**src/rtl/fwd_pkg.sv**
```systemverilog
// Shared definitions for the forwarding scoreboard.
//   REG_ADDR_W : architectural register address width
//   TW         : width of the tnew/tuse timing fields
//   FWD_RF     : select code meaning "take the register-file value"
//   entry_t    : one tracked in-flight register write (valid, dst, tnew)
//   entry_age  : advance an entry by one stage (tnew counts down to 0)
package fwd_pkg;

    localparam int REG_ADDR_W = 5;
    localparam int TW         = 2;
    localparam int FWD_RF     = 0;

    typedef struct packed {
        logic                  valid;
        logic [REG_ADDR_W-1:0] dst;
        logic [TW-1:0]         tnew;
    } entry_t;

    // Cycles-until-result shrinks by one per stage and parks at zero once
    // the value is available on the stage's result bus.
    function automatic entry_t entry_age(input entry_t e);
        entry_t r;
        r = e;
        if (e.tnew != '0) begin
            r.tnew = e.tnew - 1'b1;
        end
        return r;
    endfunction

endpackage

```
**src/rtl/fwd_port_match.sv**
```systemverilog
// Per-read-port producer search.
//   entries    : tracked writes, index 0 = E (youngest) .. DEPTH-1 (oldest)
//   rd_addr    : source register of this port
//   rd_tuse    : cycles after Decode until this port consumes its operand
//   rf_data    : register-file read data for this port
//   stage_data : result bus of each tracked stage, stage i at [i*DATA_W +: DATA_W]
//   operand    : selected operand
//   fwd_sel    : FWD_RF, or i+1 when forwarding from stage i
//   stall_req  : youngest producer cannot deliver in time
module fwd_port_match
    import fwd_pkg::*;
#(
    parameter int DATA_W = 32,
    parameter int DEPTH  = 3,
    parameter int SEL_W  = $clog2(DEPTH + 1)
) (
    input  entry_t [DEPTH-1:0]        entries,
    input  logic [REG_ADDR_W-1:0]     rd_addr,
    input  logic [TW-1:0]             rd_tuse,
    input  logic [DATA_W-1:0]         rf_data,
    input  logic [DEPTH*DATA_W-1:0]   stage_data,
    output logic [DATA_W-1:0]         operand,
    output logic [SEL_W-1:0]          fwd_sel,
    output logic                      stall_req
);

    logic              hit;
    logic [SEL_W-1:0]  hit_sel;
    logic [TW-1:0]     hit_tnew;
    logic [DATA_W-1:0] hit_data;

    always_comb begin
        hit      = 1'b0;
        hit_sel  = '0;
        hit_tnew = '0;
        hit_data = '0;
        // Scan oldest to youngest so the youngest match overwrites the rest.
        for (int i = DEPTH - 1; i >= 0; i--) begin
            if (entries[i].valid && entries[i].dst == rd_addr && rd_addr != '0) begin
                hit      = 1'b1;
                hit_sel  = SEL_W'(i + 1);
                hit_tnew = entries[i].tnew;
                hit_data = stage_data[i*DATA_W +: DATA_W];
            end
        end
    end

    always_comb begin
        fwd_sel   = SEL_W'(FWD_RF);
        operand   = rf_data;
        stall_req = 1'b0;
        if (hit) begin
            if (hit_tnew == '0) begin
                fwd_sel = hit_sel;
                operand = hit_data;
            end else if (hit_tnew > rd_tuse) begin
                stall_req = 1'b1;
            end
            // 0 < tnew <= tuse: the value is picked up by a later stage's
            // forward select, so Decode passes the register-file value on.
        end
    end

endmodule

```
**src/rtl/fwd_scoreboard.sv**
```systemverilog
// Forwarding and stall unit beside the Decode stage.
//   clk, reset_n  : clock, asynchronous active-low reset
//   issue_valid   : Decode instruction attempts to advance into E
//   issue_wen     : issuing instruction writes a register
//   issue_dst     : its destination register
//   issue_tnew    : cycles after entering E until its result is on stage_data
//   flush         : kill every tracked entry
//   rd_addr       : source register per read port (5 bits each)
//   rd_tuse       : cycles after Decode until each port consumes its operand
//   rf_data       : register-file read data per port
//   stage_data    : result carried by the instruction in each tracked stage
//   operand       : selected operand per port
//   fwd_sel       : 0 = register file, i+1 = stage i, per port
//   stall         : hold Decode and insert a bubble into E
//
// Issue handshake: an instruction enters E on a clock edge where
// issue_valid=1 and stall=0; while stall=1 Decode holds it and stage 0
// receives a bubble. flush overrides both and empties the scoreboard.
module fwd_scoreboard #(
    parameter int DATA_W = 32,
    parameter int NREAD  = 2,
    parameter int DEPTH  = 3,
    parameter int TW     = fwd_pkg::TW
) (
    input  logic                                   clk,
    input  logic                                   reset_n,
    input  logic                                   issue_valid,
    input  logic                                   issue_wen,
    input  logic [4:0]                             issue_dst,
    input  logic [TW-1:0]                          issue_tnew,
    input  logic                                   flush,
    input  logic [NREAD*5-1:0]                     rd_addr,
    input  logic [NREAD*TW-1:0]                    rd_tuse,
    input  logic [NREAD*DATA_W-1:0]                rf_data,
    input  logic [DEPTH*DATA_W-1:0]                stage_data,
    output logic [NREAD*DATA_W-1:0]                operand,
    output logic [NREAD*$clog2(DEPTH+1)-1:0]       fwd_sel,
    output logic                                   stall
);

    import fwd_pkg::*;

    localparam int SEL_W = $clog2(DEPTH + 1);

    entry_t [DEPTH-1:0] entries;
    entry_t             issue_entry;
    logic [NREAD-1:0]   stall_req;

    // Non-writing instructions and writes to $0 are tracked as bubbles.
    always_comb begin
        issue_entry       = '0;
        issue_entry.valid = issue_valid && !stall && issue_wen && (issue_dst != '0);
        issue_entry.dst   = issue_dst;
        issue_entry.tnew  = issue_tnew;
    end

    always_ff @(posedge clk or negedge reset_n) begin
        if (!reset_n) begin
            entries <= '0;
        end else if (flush) begin
            entries <= '0;
        end else begin
            entries[0] <= issue_entry;
            for (int i = 1; i < DEPTH; i++) begin
                entries[i] <= entry_age(entries[i-1]);
            end
        end
    end

    for (genvar p = 0; p < NREAD; p++) begin : g_port
        fwd_port_match #(
            .DATA_W (DATA_W),
            .DEPTH  (DEPTH),
            .SEL_W  (SEL_W)
        ) u_match (
            .entries    (entries),
            .rd_addr    (rd_addr[p*5 +: 5]),
            .rd_tuse    (rd_tuse[p*TW +: TW]),
            .rf_data    (rf_data[p*DATA_W +: DATA_W]),
            .stage_data (stage_data),
            .operand    (operand[p*DATA_W +: DATA_W]),
            .fwd_sel    (fwd_sel[p*SEL_W +: SEL_W]),
            .stall_req  (stall_req[p])
        );
    end

    // A flushed Decode instruction is dead, so it must not hold the pipe.
    assign stall = (|stall_req) && !flush;

endmodule
```
**config.mk**
```make
export PLATFORM = sky130hd
export DESIGN_NAME = fwd_scoreboard
export DESIGN_NICKNAME = d
export VERILOG_FILES = /design/src/rtl/fwd_pkg.sv /design/src/rtl/fwd_port_match.sv /design/src/rtl/fwd_scoreboard.sv
export SDC_FILE = /design/constraint.sdc
export NUM_CORES = 1
export LEC_CHECK = 0
export ABC_AREA = 1
export CAP_MARGIN = 20
export CORE_ASPECT_RATIO = 0.8
export CORE_MARGIN = 2
export CORE_UTILIZATION = 37
export DETAILED_ROUTE_END_ITERATION = 8
export GPL_TIMING_DRIVEN = 0
export PLACE_DENSITY_LB_ADDON = 0.05
export SYNTH_ARGS = -nofsm -noshare
export SYNTH_HDL_FRONTEND = slang
export SYNTH_SLANG_ARGS = --single-unit
```
**constraint.sdc**
```tcl
create_clock -name clk -period 2.55 [get_ports clk]
set_clock_uncertainty 0.1 [all_clocks]
set_input_delay 0.255 -clock clk [delete_from_list [all_inputs] [get_ports clk]]
set_output_delay 0.255 -clock clk [all_outputs]
set_load 0.02 [all_outputs]
```
# --- After elaboration in Yosys (flattened, before gate mapping) ---
# Cells that the tools add are included.
# W data, S select, Z words.
classes:
  n_addsub: 2
  n_mul: 0
  n_bitwise: 0
  muxes: 41
  n_lt_le_gt_ge: 2
  n_shift: 0
  div_mod_pow: 0
  n_reduce_logical: 26
  eq_ne: 6
ops:
  columns: ["op", "n"]
  rows:
  - ["$mux W32", 10]
  - ["$mux W2", 18]
  - ["$eq A5 B5 Y1", 6]
  - ["$mux W24", 1]
  - ["$logic_and A1 B1 Y1", 16]
  - ["$reduce_bool A5 Y1", 3]
  - ["$mux W1", 12]
  - ["$gt A2 B2 Y1", 2]
  - ["$logic_not A2 Y1", 2]
  - ["$reduce_bool A2 Y1", 2]
  - ["$sub A2 B1 Y2 const B", 2]
  - ["$logic_not A1 Y1", 2]
  - ["$reduce_or A2 Y1", 1]
totals:
  mem_count: 0
  latch_bits: 0
  mem_bits_rw: 0
  inputBits: 186
  output_inout_bits: 69
  reg_bits: 24
  mem_bits_ro: 0

# --- Longest topological paths before layout ---
depth:
  ltp_word: 17
  depth_mapped: 18
  depth_no_buf: 18

# --- Hierarchy ---
# Synthesis repeated with hierarchy kept, for this count alone.
unflattened:
  hier_cells: 927
  hier_area_um2: 4524.3
modules_own_cells:
  columns: ["module", "area_each_um2", "seq_area_each_um2", "cells_each", "instances"]
  rows:
  - ["fwd_port_match", 1835.5, 0.0, 423, 2]
  - ["fwd_scoreboard", 853.3, 600.6, 81, 1]

# --- Least setup slack after synthesis ---
# No wires, ideal clock.
synth_path:
  path_type: "register to output"
  start: "reg, netlist name entries[14]"
  end: "out stall"
  slack_ps: 221
  arrival_time_ps: 1974
  stages_incl_launch_ff: 16
  required_ps: 2195
  path_cell_list: "dfrtp_1 inv_1 nand2_1 nand2_1 nand2_1 nor2_2 nand2_2 nand3_1 nand2_1 nand2_1 inv_1 ha_1 a21oi_1 a21oi_1 nand2_1 a21oi_1"
synth_via:
  elab_chain_len: 11
synth_rtl:
  columns: ["element", "line", "source"]
  rows:
  - ["$eq A5 B5 Y1", "fwd_port_match.sv:39", "if (entries[i].valid && entries[i].dst == rd_addr && rd_addr != '0) begin"]
  - ["$logic_and A1 B1 Y1 (2 in a row)", "fwd_port_match.sv:39", null]
  - ["$mux W2 (2 in a row)", "fwd_port_match.sv:39", null]
  - ["$gt A2 B2 Y1", "fwd_port_match.sv:56", "end else if (hit_tnew > rd_tuse) begin"]
  - ["$mux W1", "fwd_port_match.sv:56", null]
  - ["$mux W1", "fwd_port_match.sv:53", "if (hit_tnew == '0) begin"]
  - ["$mux W1", "fwd_port_match.sv:52", "if (hit) begin"]
  - ["$reduce_or A2 Y1 (*)", "fwd_scoreboard.sv:88", "assign stall = (|stall_req) && !flush;"]
  - ["$logic_and A1 B1 Y1 (*)", "fwd_scoreboard.sv:88", null]
  - ["to (decl)", "fwd_scoreboard.sv:38", "output logic stall"]
# Every way passes the cells marked *; elsewhere a longest branch is shown, timed or not.

# --- Final worst setup path ---
layout_path:
  start: "reg, netlist name entries[2]"
  end: "out stall"
layout_via:
  elab_chain_len: 10
layout_rtl:
  columns: ["element", "line"]
  rows:
  - ["$eq A5 B5 Y1", "fwd_port_match.sv:39"]
  - ["$logic_and A1 B1 Y1 (2 in a row)", "fwd_port_match.sv:39"]
  - ["$mux W2", "fwd_port_match.sv:39"]
  - ["$gt A2 B2 Y1", "fwd_port_match.sv:56"]
  - ["$mux W1", "fwd_port_match.sv:56"]
  - ["$mux W1", "fwd_port_match.sv:53"]
  - ["$mux W1", "fwd_port_match.sv:52"]
  - ["$reduce_or A2 Y1 (*)", "fwd_scoreboard.sv:88"]
  - ["$logic_and A1 B1 Y1 (*)", "fwd_scoreboard.sv:88"]
# Marked as above.

==> flow_summary.rst <==
.. list-table::
   :header-rows: 1

   * - Metric
     - Value
   * - Result of the run
     - complete, but fails checks
   * - Failing checks
     - negative setup slack
   * - Final Wtd Congestion
     - 0.920
   * - Final period utilization
     - 1.11
   * - Setup repair after global routing missed its margin
     - true
   * - First-pass GRT wire length
     - 26900 um
   * - Maximum VDD drop
     - 0.000248 V
   * - Met1 global-route usage
     - 0.395
   * - Drt first pass iters
     - 6
   * - Number of clock sinks
     - 24
   * - Post-route antenna net violation count
     - 0
   * - Most utilized layer in the global route result
     - met2
   * - Most frequent cells in the layout
     - nand2_1 (210), clkdlybuf4s50_1 (175), buf_6 (74), nor2_1 (73), nand2_2 (73)
   * - Routed via count
     - 6398
   * - Total Negative Setup Slacks
     - -10.78 ns
   * - Sequential-to-total area share from yosys stat
     - 0.160
   * - Actual slew at the worst max-slew pin
     - 0.614 ns
   * - Number of cells in the design after placement
     - 1112
   * - Number of port buffers
     - 254
   * - Area of all sequential standard cells
     - 602 sq um
   * - Die Span X
     - 117 um
   * - Clock latency on the worst-skew pair
     - 0.26 ns
   * - Largest net degree at the start of global routing
     - 25
   * - Critical path start-end classification
     - reg -> out
   * - Kind of start point of the critical path
     - flop
   * - Synthesized cell area
     - 3750 sq um
   * - H-tree depth
     - 1
   * - Number of nets in the layout
     - 1212
   * - Core Rows
     - 32
   * - Number of instances in the synthesized netlist
     - 722
   * - Cts bufs inserted
     - 3
   * - Setup violations, final
     - 68
   * - DRC violation count after routing
     - 0
   * - Number of primary I/O pins
     - 255
   * - Required time at the worst-slack endpoint
     - 2.19 ns
   * - Total wire length after detailed routing
     - 21600 um
   * - Met2 routing resource usage after global routing
     - 0.532
   * - Number of fillers in the final layout
     - 637
   * - Final hold vios
     - 0
   * - Flip-flop count of the largest register, all copies and words added
     - 24
   * - Count of distinct cell types in the synthesized netlist
     - 34
   * - Maximum clock insertion buffer count
     - 2
   * - Diodes inserted
     - 0
   * - Die Y-Extent
     - 94.1 um
   * - Largest registers
     - entries (24)
   * - Layout cell share with drive strength beyond 1
     - 0.357
   * - Met3 capacity usage during global routing
     - 0.0671
   * - TritonCTS clock tree
     - done
   * - Worst max-slew margin expressed relative to the limit
     - 0.591
   * - Clock root cell
     - clkbuf_16
   * - FF+latch count, synth
     - 24
   * - Area of the die
     - 11000 sq um
   * - Tightest Hold Check Type
     - in -> async
   * - Routed len/inst
     - 18.6 um
   * - Violation count after the first detailed-routing iteration
     - 567
   * - Crit path DAT
     - 2.47 ns
   * - Minimum setup slack in the final design
     - -0.277 ns
   * - Category of the worst setup path capture point
     - primary output
   * - Final Instance Count excl. Fillers
     - 1157
   * - Number of vias per cell
     - 5.53
   * - Number of max-slew violations in the final report
     - 0
   * - Leakage power total
     - 3.78 nW
   * - Power density of the placed cells
     - 212 nW/um^2
   * - Final Critical Period
     - 2.83 ns
   * - Number of global-route vias before repair
     - 5385
   * - Initial antenna violation count
     - 0
   * - Synth-to-Final Area Change
     - 117%
   * - Placeable core region
     - 9770 sq um
   * - Tot Pwr
     - 1.73 mW
   * - Initial Util
     - 0.384
   * - Leading cell type in the layout, fill and taps excluded
     - nand2_1
   * - Syn avg cell area
     - 5.20 sq um
   * - Clock-pin slew reported for the worst setup and hold paths after clock tree synthesis
     - 0.06 ns
   * - Area taken by multi-input logic gates
     - 3530 sq um
   * - Number of nets produced by synthesis
     - 912
   * - Overflow after GRT
     - 0
   * - Total track usage
     - 0.311
   * - Half-perimeter wire length of the detailed placement result
     - 13800 um
   * - Highest fanout seen on the critical path
     - 5
   * - Max-capacitance violation count
     - 0
   * - Peak clock frequency supported by timing
     - 354 MHz
   * - Most flop-heavy register
     - entries
   * - Warnings from Yosys
     - 0
   * - Utilization after layout
     - 0.834
-- synth_stat cells, drive strengths merged --
cell | count | area [sq um]
nor2 | 84 | 340
nand3 | 44 | 225
inv | 62 | 235
nand3b | 1 | 20.0
ha | 4 | 50.1
xor2 | 2 | 17.5
clkinv | 1 | 3.75
o2111ai | 1 | 8.76
xnor2 | 3 | 26.3
o21ai | 74 | 382
a21boi | 1 | 7.51
nand4 | 4 | 25.0
buf | 27 | 191
dfrtp | 24 | 601
clkbuf | 12 | 47.6
o211ai | 2 | 15.0
a21oi | 14 | 70.1
nor3 | 4 | 31.3
a31oi | 26 | 163
nand2 | 327 | 1260
o22ai | 5 | 31.3
-- stage by stage --
stage	hold WS (ns)	setup WS (ns)	area, sq um
6_report	0.144	-0.277	8150
4_1_cts	0.338	-0.177	6900
2_1_floorplan	-0.141	0.221	3750
3_3_place_gp	0.319	-0.878	6470
3_5_place_dp	0.330	-0.901	6470
5_1_grt	0.155	-0.373	8150
-- per-layer routing --
metal  vias to the layer above  part of all wire
li1                       2904                 -
met1                      2916              0.37
met2                       467              0.48
met3                       111              0.11
met4                         0             0.045
met5                         -                 0
-- final cells by class --
type,count,area share
inverter,63,0.0323
timing repair buffer,297,0.383
tap,136,0.0209
sequential,24,0.0739
buffer,37,0.0444
clock inverter,1,0.00369
clock buffer,3,0.00922
multi-input combinational,596,0.433
-- report_power, final --
group	internal, mW	switching, mW	total, mW
Sequential	0.394	0.0134	0.407
Combinational	0.479	0.387	0.866
Clock	0.312	0.142	0.454
-- worst paths after layout --
check / startpoint / to / slack (ns) / depth (start not counted)
worst max-delay path: entries[2]$_DFF_PN0_ / stall / -0.28 / 15
worst min-delay path: reset_n / entries[22]$_DFF_PN0_ / 0.14 / 1
worst max register to register: entries[2]$_DFF_PN0_ / entries[7]$_DFF_PN0_ / 0.29 / 15
worst min register to register: entries[0]$_DFF_PN0_ / entries[8]$_DFF_PN0_ / 0.36 / 1
max in group asynchronous: reset_n / entries[12]$_DFF_PN0_ / 1.80 / 2
min in group clk: entries[0]$_DFF_PN0_ / entries[8]$_DFF_PN0_ / 0.36 / 1
-- timing repair --
item | 4_1_cts | 5_1_grt
gates resized for setup | 450 | 284
hold buffers | 0 | 0
pin swaps | 26 | 56
endpoints found under the setup margin | 69 | 69
gates cloned | 3 | 6
setup buffers | 14 | 19
-- worst max-delay path: stages (launching register included) --
cell and delay [ns]:
dfrtp_1 0.47, inv_2 0.08, nand2_1 0.08, o211ai_1 0.09, nor2_1 0.15, nand2_2 0.13
inv_2 0.12, nand2_1 0.08, nand2_2 0.12, inv_1 0.08, ha_4 0.28, a21oi_2 0.05
a21oi_2 0.09, nand2_1 0.09, a21oi_2 0.14, buf_4 0.15
-- logic make-up after synthesis --
logic type / Yosys count / share of synthesized area
buffers and inverters: 102 / 0.127
adders and majority gates: 4 / 0.0133
and+or+nand+nor: 464 / 0.507
DFF: 24 / 0.160
xor gates and xnor gates: 5 / 0.0117
AOI/OAI and AO/OA: 123 / 0.180
(Power assumes the default switching activity.)
